==> config.mk <==
export PLATFORM = sky130hd
export DESIGN_NAME = state_sequencer
export DESIGN_NICKNAME = d
export VERILOG_FILES = /design/src/rtl/state_sequencer.sv
export SDC_FILE = /design/constraint.sdc
export NUM_CORES = 1
export LEC_CHECK = 0
export CAP_MARGIN = 20
export CORE_MARGIN = 10
export CORE_UTILIZATION = 35
export CTS_CLUSTER_DIAMETER = 50
export DETAILED_ROUTE_END_ITERATION = 16
export SETUP_SLACK_MARGIN = 0.1
export SYNTH_ARGS = -nofsm -noshare
export SYNTH_HDL_FRONTEND = slang
export SYNTH_SLANG_ARGS = --single-unit
==> constraint.sdc <==
create_clock -name clk -period 4.3 [get_ports clk]
set_input_delay 0.43 -clock clk [delete_from_list [all_inputs] [get_ports clk]]
set_output_delay 0.43 -clock clk [all_outputs]
set_load 0.01 [all_outputs]
==> src/rtl/state_sequencer.sv <==
// state_sequencer: walks a fixed 11-state graph (0..10), one transition per clock.
// Branch decisions come from br_req / retry_req / abort_req sampled in the current state.
// Tracks a bounded 8<->9 retry loop (retry_cnt) and completed 7->0 passes (pass_cnt).
// Optional feature macro: SEQ_ILLEGAL_TRAP_EN -- when defined, entering an illegal
// state (11..15) sets a sticky err flag and clears retry_cnt; when undefined err is 0.
module state_sequencer #(
  parameter int STATE_W   = 4,
  parameter int RETRY_MAX = 3,
  parameter int CNT_W     = 8
) (
  input  logic               clk,
  input  logic               rst,
  input  logic [3:0]         br_req,
  input  logic               retry_req,
  input  logic               abort_req,
  output logic [STATE_W-1:0] state,
  output logic               state_vld,
  output logic [3:0]         retry_cnt,
  output logic [CNT_W-1:0]   pass_cnt,
  output logic               err
);

  typedef enum logic [3:0] {
    ST_0  = 4'd0,
    ST_1  = 4'd1,
    ST_2  = 4'd2,
    ST_3  = 4'd3,
    ST_4  = 4'd4,
    ST_5  = 4'd5,
    ST_6  = 4'd6,
    ST_7  = 4'd7,
    ST_8  = 4'd8,
    ST_9  = 4'd9,
    ST_10 = 4'd10
  } state_e;

  logic [STATE_W-1:0] state_q;
  state_e             cur_state;
  state_e             next_state;
  logic               legal;
  logic [3:0]         retry_nxt;
  logic               pass_inc;

  assign state     = state_q;
  assign cur_state = state_e'(state_q[3:0]);
  assign legal     = (state_q < STATE_W'(11));

  // Next-state, retry counter update and pass strobe from current state plus requests.
  // NOTE: every output of this block gets a default first so no path leaves one unassigned (no latch).
  always_comb begin
    next_state = ST_0;
    retry_nxt  = retry_cnt;
    pass_inc   = 1'b0;
    if (legal) begin
      case (cur_state)
        ST_0:  next_state = ST_1;
        ST_1:  next_state = br_req[0] ? ST_4 : ST_2;
        ST_2:  next_state = ST_3;
        ST_3:  next_state = br_req[1] ? ST_1 : ST_5;
        ST_4:  next_state = ST_5;
        ST_5:  next_state = br_req[2] ? ST_6 : ST_1;
        ST_6:  next_state = ST_7;
        ST_7: begin
          if (br_req[3]) begin
            next_state = ST_8;
          end else begin
            next_state = ST_0;
            pass_inc   = 1'b1;
          end
        end
        ST_8: begin
          if (abort_req) begin
            next_state = ST_10;
            retry_nxt  = '0;
          end else if (retry_req && (retry_cnt < 4'(RETRY_MAX))) begin
            next_state = ST_9;
            retry_nxt  = retry_cnt + 4'd1;
          end else if (br_req[0]) begin
            next_state = ST_4;
            retry_nxt  = '0;
          end else begin
            next_state = ST_2;
            retry_nxt  = '0;
          end
        end
        // The loop stays bounded because 9->8 keeps the retry count.
        ST_9:    next_state = ST_8;
        ST_10:   next_state = ST_0;
        default: next_state = ST_0;
      endcase
    end
`ifdef SEQ_ILLEGAL_TRAP_EN
    if (!legal) begin
      retry_nxt = '0;
    end
`endif
  end

  // State, validity and counter registers.
  // NOTE: sequential state uses non-blocking assignments so every register samples pre-edge values.
  always_ff @(posedge clk or posedge rst) begin
    if (rst) begin
      state_q   <= '0;
      state_vld <= 1'b0;
      retry_cnt <= '0;
      pass_cnt  <= '0;
    end else begin
      state_q   <= STATE_W'(next_state);
      state_vld <= 1'b1;
      retry_cnt <= retry_nxt;
      if (pass_inc) begin
        pass_cnt <= pass_cnt + CNT_W'(1);
      end
    end
  end

`ifdef SEQ_ILLEGAL_TRAP_EN
  // Sticky illegal-state flag, cleared only by reset.
  always_ff @(posedge clk or posedge rst) begin
    if (rst) begin
      err <= 1'b0;
    end else if (!legal) begin
      err <= 1'b1;
    end
  end
`else
  assign err = 1'b0;
`endif

endmodule

==> out/qor.csv, run 1 <==
metric;value;unit
final-report setup violation count;0;
count of buffers added by post-CTS timing repair for setup;0;
top cells by area, synth;dfrtp_1 (51%), xnor2_1 (6.3%), nand2_1 (4.0%);
Synth top area share;50.7;%
required arrival time at the worst endpoint;3.87;ns
largest area contributor in the synthesized netlist;dfrtp_1;
CTS root buffer;clkbuf_4;
global-route total usage across every layer;8.26;%
clock period minus worst slack;1.88;ns
placement row count;17;
antenna cells;0;
synth warn;0;
DR DRC count;0;
share of post-route cells with drive strength above 1;8.41;%
final number of hold-violating endpoints;0;
count of distinct cell types in the synthesized netlist;26;
Slew HR;56.2;%
Buffers on Ports;24;
total of flip-flops plus latches after synthesis;17;
slew at the pin with the worst max-slew slack;0.657;ns
pin count of the biggest net entering global routing;18;
post-DP HPWL;1400;µm
leakage;0.488;nW
Resize count post-CTS;0;
die outline area;0.00475;mm²
Overflow after GRT;0;
WL/cell;13.5;µm
H-tree levels;1;
most frequent cells in the layout;clkdlybuf4s50_1 (24), dfrtp_1 (17), nand2_1 (9);
via count of the first global-routing pass;663;
insertion delay of the later-clocked pin in the worst-skew pair;0.29;ns
combined flip-flop and latch cell area;425;µm²
Final nets;118;
Final period util;43.8;%
gate count of the mapped netlist;81;
sort of element at the end of the critical path;output port;
standard cell core area;0.00225;mm²
buffers and inverters on the worst path;1;
Slew Limit Fails;0;
highest attainable clock frequency;0.531;GHz
family with the most delay on the worst path;buffers and inverters;
initial cell density of the core;37.2;%
setup total negative slack;0;ns
Tightest Hold Check Type;flip-flop to flip-flop;
Fin Clk Skew;0.00520;ns
DIE WIDTH;68.9;µm
IO Count;26;
Worst EP arrival;1.45;ns
quantity of hold-fixing buffers added after cts;0;
final wirelength;1820;µm
RSZ-0062 raised after global routing;false;
CTS tree;yes;
number of antenna violations at the first check in global routing;0;
power density over the cells;520;mW/mm²
area of the mapped netlist;838;µm²
vias;661;
global-route wire length before repair;3050;µm
Max clock buf depth;2;
Maximum Capacitance Violations;0;
global placement routability congestion;0.870;
area occupied by multi-input gates;383;µm²
Seq/Total Area, Yosys;50.7;%
run status;complete, no violations;
Post-Syn Nets;91;
number of iterations in the first detailed-routing pass;4;
utilization after layout;49.9;%
area growth from synthesis to final layout;34.3;%
Synth Area per Inst;10.3;µm²
vertical extent of the die;68.9;µm
critical path launch point type;flip-flop;
post-route ant nets;0;
clock sinks;17;
Slowest Stage Delay on Critical Path;0.61;ns
Power, Total;585;µW
Crit Path Class;flip-flop to output port;
most frequent standard cell in the layout excluding fill and tap cells;clkdlybuf4s50_1;
critical path's slowest cell;clkdlybuf4s50_1;
iteration-0 DRC count of the detailed router;29;
ordered cell list for the critical path;clkdlybuf4s50_1;
clock transition at the registers of the reported paths;0.11;ns
count of fill cells added during filler insertion;232;
worst-case vdd ir drop;0.378;mV
average via count per standard cell;4.90;
number of buffers created by CTS;3;
maximum fanout count along the critical path;10;
-- worst reg2reg max path, delay by kind of cell, from the launching register on --
kind / cells / cell delay, ns
AOI/OAI and AO/OA: 2 / 0.27
adders and majority gates: 1 / 0.21
DFF: 1 / 0.43
and+or+nand+nor: 2 / 0.62
-- area by class of cell --
| cell class | count | share of cell area (%) |
|---|---|---|
| Multi-Input combinational cell | 58 | 34.0 |
| Sequential cell | 17 | 37.8 |
| Tap cell | 28 | 3.11 |
| Clock buffer | 3 | 2.00 |
| Inverter | 4 | 1.33 |
| Clock inverter | 1 | 0.444 |
| Timing Repair Buffer | 24 | 21.3 |
-- sequential cells by signal, summed over array words and instances (netlist names) --
register,count
pass_cnt,8
retry_cnt,4
state,4
state_vld,1
-- metal layers --
metal	routed length [µm]	vias up	GRT usage, %
li1	-	330	-
met1	759	307	9.97
met2	836	22	12.7
met3	210	2	3.70
met4	14	0	2.96
met5	0	-	0
-- report_power, final --
part	leakage, nW	internal (mW)	switching [mW]
Combinational	0.251	0.125	0.112
Sequential	0.219	0.199	0.0625
Clock	0.0177	0.0345	0.0511
Total	0.488	0.359	0.226
-- worst paths after layout --
path,start,endpoint,slack [ns],cells after the start
worst max-delay path,state[2]$_DFF_PP0_,state[2],2.42,1
worst min-delay path,pass_cnt[7]$_DFFE_PP0P_,pass_cnt[7]$_DFFE_PP0P_,0.47,1
worst max register to register,retry_cnt[0]$_DFFE_PP0P_,state[2]$_DFF_PP0_,2.66,5
worst min register to register,pass_cnt[7]$_DFFE_PP0P_,pass_cnt[7]$_DFFE_PP0P_,0.47,1
max in group asynchronous,rst,state[1]$_DFF_PP0_,3.36,2
min in group asynchronous,rst,pass_cnt[6]$_DFFE_PP0P_,0.52,2
-- cell usage after synthesis --
master	number
conb_1	2
and2_1	2
mux2_2	1
nor4b_1	2
nor2_1	7
xnor2_1	6
nand2_4	1
nand2_1	9
a31oi_1	2
and2b_1	1
dfrtp_1	17
a21oi_1	2
nand3_1	2
o22ai_1	2
nor3_4	1
nand4_1	3
and3_1	2
buf_4	2
nor4_4	1
ha_1	2
nand2b_2	1
nor3b_1	1
o21ai_0	6
a32oi_1	1
xor2_1	1
inv_1	4
-- cells by family after synthesis --
group | synth area share, %
compound gates | 8.81
xor+xnor | 7.31
fa+ha+maj | 2.98
buf+inv | 3.58
flops | 50.7
mux | 1.34
other cells | 0.896
simple gates | 24.3
-- metrics by stage --
step	hold slack (ns)	instances	area, µm²	setup WS (ns)
floorplan	0.356	81	838	2.84
global placement	0.461	131	1100	2.52
detailed placement	0.466	131	1100	2.44
CTS	0.483	135	1130	2.40
global route	0.500	135	1130	2.36
finish	0.475	135	1130	2.42
Power figures use the tool's default switching activity.
==> inputs of run 2 (changes only) <==
==> constraint.sdc (replaced) <==
create_clock -name clk -period 1.75 [get_ports clk]
set_input_delay 0.175 -clock clk [delete_from_list [all_inputs] [get_ports clk]]
set_output_delay 0.175 -clock clk [all_outputs]
set_load 0.01 [all_outputs]
==> run 2 against run 1 <==
- setup slack worse by 2.2 ns
- largest power group unchanged
- critical path type unchanged
- worst hold slack worse by 0.28 ns
- highest routed layer is now met3
- sequential cell count did not move
==> out/qor.csv, run 2 (synthesis results as in run 1) <==
metric;value;unit
final number of hold-violating endpoints;0;
Final period util;87.0;%
Overflow after GRT;0;
leakage;0.495;nW
ordered cell list for the critical path;clkdlybuf4s50_1;
initial cell density of the core;37.2;%
DR DRC count;0;
number of buffers created by CTS;3;
required arrival time at the worst endpoint;1.57;ns
Worst EP arrival;1.35;ns
critical path's slowest cell;clkdlybuf4s50_1;
setup total negative slack;0;ns
Slew Limit Fails;0;
final wirelength;1860;µm
Max clock buf depth;2;
count of fill cells added during filler insertion;246;
die outline area;0.00475;mm²
most frequent cells in the layout;clkdlybuf4s50_1 (24), dfrtp_1 (15), nand2_1 (9);
DIE WIDTH;68.9;µm
count of buffers added by post-CTS timing repair for setup;0;
finished layout cell area;0.00115;mm²
antenna cells;0;
global-route wire length before repair;3040;µm
CTS root buffer;clkbuf_4;
global-route total usage across every layer;8.26;%
area growth from synthesis to final layout;37.0;%
vias;668;
family with the most delay on the worst path;buffers and inverters;
maximum fanout count along the critical path;7;
placed cell area;0.00111;mm²
global placement routability congestion;0.799;
share of post-route cells with drive strength above 1;11.9;%
Largest Register;pass_cnt;
worst-case vdd ir drop;0.731;mV
H-tree levels;1;
Crit Path Class;flip-flop to output port;
Final nets;120;
clock transition at the registers of the reported paths;0.10;ns
placement row count;17;
iteration-0 DRC count of the detailed router;29;
standard cell core area;0.00225;mm²
RSZ-0062 raised after global routing;true;
CTS tree;yes;
IO Count;26;
via count of the first global-routing pass;682;
number of iterations in the first detailed-routing pass;2;
buffers and inverters on the worst path;1;
WL/cell;13.5;µm
Fin Clk Skew;0.00572;ns
pin count of the biggest net entering global routing;18;
insertion delay of the later-clocked pin in the worst-skew pair;0.28;ns
number of antenna violations at the first check in global routing;0;
Maximum Capacitance Violations;0;
highest attainable clock frequency;0.657;GHz
worst hold slack across all endpoints;0.196;ns
Buffers on Ports;24;
most frequent standard cell in the layout excluding fill and tap cells;clkdlybuf4s50_1;
critical path launch point type;flip-flop;
clock sinks;17;
final-report setup violation count;0;
clock period minus worst slack;1.52;ns
utilization after layout;50.9;%
run status;complete, no violations;
max reg flops;8;
sort of element at the end of the critical path;output port;
Tightest Hold Check Type;input port to async pin;
vertical extent of the die;68.9;µm
power density over the cells;1270;mW/mm²
Slowest Stage Delay on Critical Path;0.59;ns
average via count per standard cell;4.88;
post-route ant nets;0;
post-DP HPWL;1480;µm
[run 2: power by group]
part	internal, mW	switching, mW	leakage (nW)
sequential	0.495	0.146	0.217
combinational	0.322	0.292	0.263
clock	0.0884	0.117	0.0150
total	0.905	0.554	0.495
[run 2: per-layer routing]
metal | vias up | wire (µm) | track usage [%]
met4 | 0 | 0 | 2.22
met3 | 0 | 206 | 3.70
li1 | 330 | - | -
met1 | 320 | 760 | 9.52
met5 | - | 0 | 0
met2 | 18 | 890 | 13.6
[run 2: worst paths after layout]
path                       slack [ns]                      end                      from  depth (start not counted)
hold reg to reg                  0.47  pass_cnt[7]$_DFFE_PP0P_   pass_cnt[7]$_DFFE_PP0P_                          1
max in group asynchronous        1.35       state[2]$_DFF_PP0_                       rst                          3
setup / recovery                 0.23                 state[0]        state[0]$_DFF_PP0_                          1
setup reg to reg                 0.25       state[2]$_DFF_PP0_  retry_cnt[0]$_DFFE_PP0P_                          5
hold / removal                   0.20       state[1]$_DFF_PP0_                       rst                          3
min in group clk                 0.47  pass_cnt[7]$_DFFE_PP0P_   pass_cnt[7]$_DFFE_PP0P_                          1
[run 2: cell type report]
type	count	area [µm²]	share of cell area (%)
multi-input cells	58	389	33.9
well taps	28	35.0	3.05
repair buffers	26	255	22.2
flip-flops and latches	17	428	37.3
clock buffers	4	26.3	2.29
inverters	4	15.0	1.31
[run 2: per-stage QoR]
| step | worst slack [ns] | power, mW | instances |
|---|---|---|---|
| after floorplan | 0.288 | 0.963 | 81 |
| after global placement | 0.194 | 1.25 | 133 |
| after detailed placement | 0.128 | 1.26 | 133 |
| after CTS | 0.105 | 1.48 | 137 |
| after global routing | 0.0918 | 1.59 | 137 |
| final | 0.228 | 1.46 | 137 |
[run 2: repair_timing]
action / CTS / global route
hold buffers: 0 / 0
endpoints found under the setup margin: 0 / 6
gates resized for setup: 0 / 3
endpoints found under the hold margin: 0 / 0
==> inputs of run 3 (changes only) <==
--- a/config.mk
+++ b/config.mk
@@ -6,6 +6,7 @@
 export NUM_CORES = 1
 export LEC_CHECK = 0
 export CAP_MARGIN = 20
+export CORE_ASPECT_RATIO = 0.75
 export CORE_MARGIN = 10
 export CORE_UTILIZATION = 35
 export CTS_CLUSTER_DIAMETER = 50
==> run 3 against run 2 <==
- global-route usage decreased by 0.57 points
- worst hold slack got worse by 0.018 ns
- setup slack got worse by 0.050 ns
- sequential cell count unchanged
- cell count increased by 4.4%
- largest cell class unchanged
- sequential power decreased by 0.6%
==> out/qor.csv, run 3 (synthesis results as in run 1) <==
metric;value;unit
most frequent standard cell in the layout excluding fill and tap cells;clkdlybuf4s50_1;
clock sinks;17;
Final period util;89.8;%
insertion delay of the later-clocked pin in the worst-skew pair;0.29;ns
Slowest Stage Delay on Critical Path;0.60;ns
worst hold slack across all endpoints;0.177;ns
global placement routability congestion;0.797;
final wirelength;1790;µm
slack of the worst reg-to-reg path;0.25;ns
final-report setup violation count;0;
Maximum Capacitance Violations;0;
final worst-path setup slack;0.178;ns
Post-Place Worst Slack;0.159;ns
final standard cell count with taps included and fillers excluded;143;
Fin Clk Skew;0.00745;ns
vertical extent of the die;62.4;µm
Final nets;120;
power density over the cells;1260;mW/mm²
setup total negative slack;0;ns
worst-case vdd ir drop;0.547;mV
Reg-to-Reg End;state[2]$_DFF_PP0_;
sort of element at the end of the critical path;output port;
placed instance count;139;
standard cell core area;0.00229;mm²
final number of hold-violating endpoints;0;
antenna cells;0;
via count of the first global-routing pass;645;
critical path launch point type;flip-flop;
Crit Path Class;flip-flop to output port;
CTS tree;yes;
number of iterations in the first detailed-routing pass;4;
IO Count;26;
post-DP HPWL;1450;µm
WL/cell;12.5;µm
DIE WIDTH;76.5;µm
RSZ-0062 raised after global routing;false;
DR DRC count;0;
Power, Total;1.45;mW
area growth from synthesis to final layout;37.9;%
family with the most delay on the worst path;buffers and inverters;
number of antenna violations at the first check in global routing;0;
start of the worst register-to-register path;retry_cnt[0]$_DFFE_PP0P_;
Tightest Hold Check Type;input port to async pin;
Slew Limit Fails;0;
H-tree levels;1;
Overflow after GRT;0;
cell depth of the worst flop-to-flop path;5;
Worst EP arrival;1.40;ns
Max clock buf depth;2;
ordered cell list for the critical path;clkdlybuf4s50_1;
count of buffers added by post-CTS timing repair for setup;0;
global-route total usage across every layer;7.69;%
global-route wire length before repair;3110;µm
placement row count;15;
critical path's slowest cell;clkdlybuf4s50_1;
Largest Register;pass_cnt;
utilization after layout;50.5;%
pin count of the biggest net entering global routing;18;
post-route ant nets;0;
iteration-0 DRC count of the detailed router;16;
leakage;0.499;nW
clock transition at the registers of the reported paths;0.10;ns
average via count per standard cell;4.57;
die outline area;0.00477;mm²
clock period minus worst slack;1.57;ns
maximum fanout count along the critical path;8;
most frequent cells in the layout;clkdlybuf4s50_1 (24), dfrtp_1 (16), nand2_1 (9);
vias;653;
placed cell area;0.00112;mm²
finished layout cell area;0.00116;mm²
share of post-route cells with drive strength above 1;11.9;%
Buffers on Ports;24;
run status;complete, no violations;
CTS root buffer;clkbuf_4;
required arrival time at the worst endpoint;1.57;ns
highest attainable clock frequency;0.636;GHz
initial cell density of the core;36.6;%
number of buffers created by CTS;3;
buffers and inverters on the worst path;1;
max reg flops;8;
run 3: worst max-delay path by stage:
stage | startpoint | to | slack [ns] | cells after the start
after global routing | state[1]$_DFF_PP0_ | state[1] | 0.10 | 1
final | state[1]$_DFF_PP0_ | state[1] | 0.18 | 1
after detailed placement | retry_cnt[0]$_DFFE_PP0P_ | state[2]$_DFF_PP0_ | 0.16 | 5
after CTS | state[2]$_DFF_PP0_ | state[2] | 0.12 | 1
after global placement | retry_cnt[0]$_DFFE_PP0P_ | state[2]$_DFF_PP0_ | 0.19 | 5
after floorplan | retry_cnt[0]$_DFFE_PP0P_ | state[2]$_DFF_PP0_ | 0.29 | 5
run 3: layer usage:
metal / track usage, % / share of wire (%)
met5: 0 / 0
met4: 1.39 / 0.67
met3: 4.89 / 9.4
met2: 11.0 / 43
met1: 9.55 / 47
run 3: final cells by class:
| class | instances | area (µm²) |
|---|---|---|
| fillers | 246 | 1130 |
| flip-flops and latches | 17 | 427 |
| multi-input cells | 58 | 389 |
| repair buffers | 26 | 255 |
| well taps | 34 | 42.5 |
| clock buffers | 3 | 22.5 |
| inverters | 4 | 15.0 |
| clock inverters | 1 | 5.00 |
run 3: what timing repair did:
item / in CTS / in global routing
hold buffers: 0 / 0
setup endpoints to repair: 0 / 5
gates resized for setup: 0 / 2
run 3: power by group:
part	leakage, nW	switching (mW)	internal [mW]
clock network	0.0177	0.120	0.0850
registers	0.218	0.144	0.493
logic	0.263	0.290	0.323
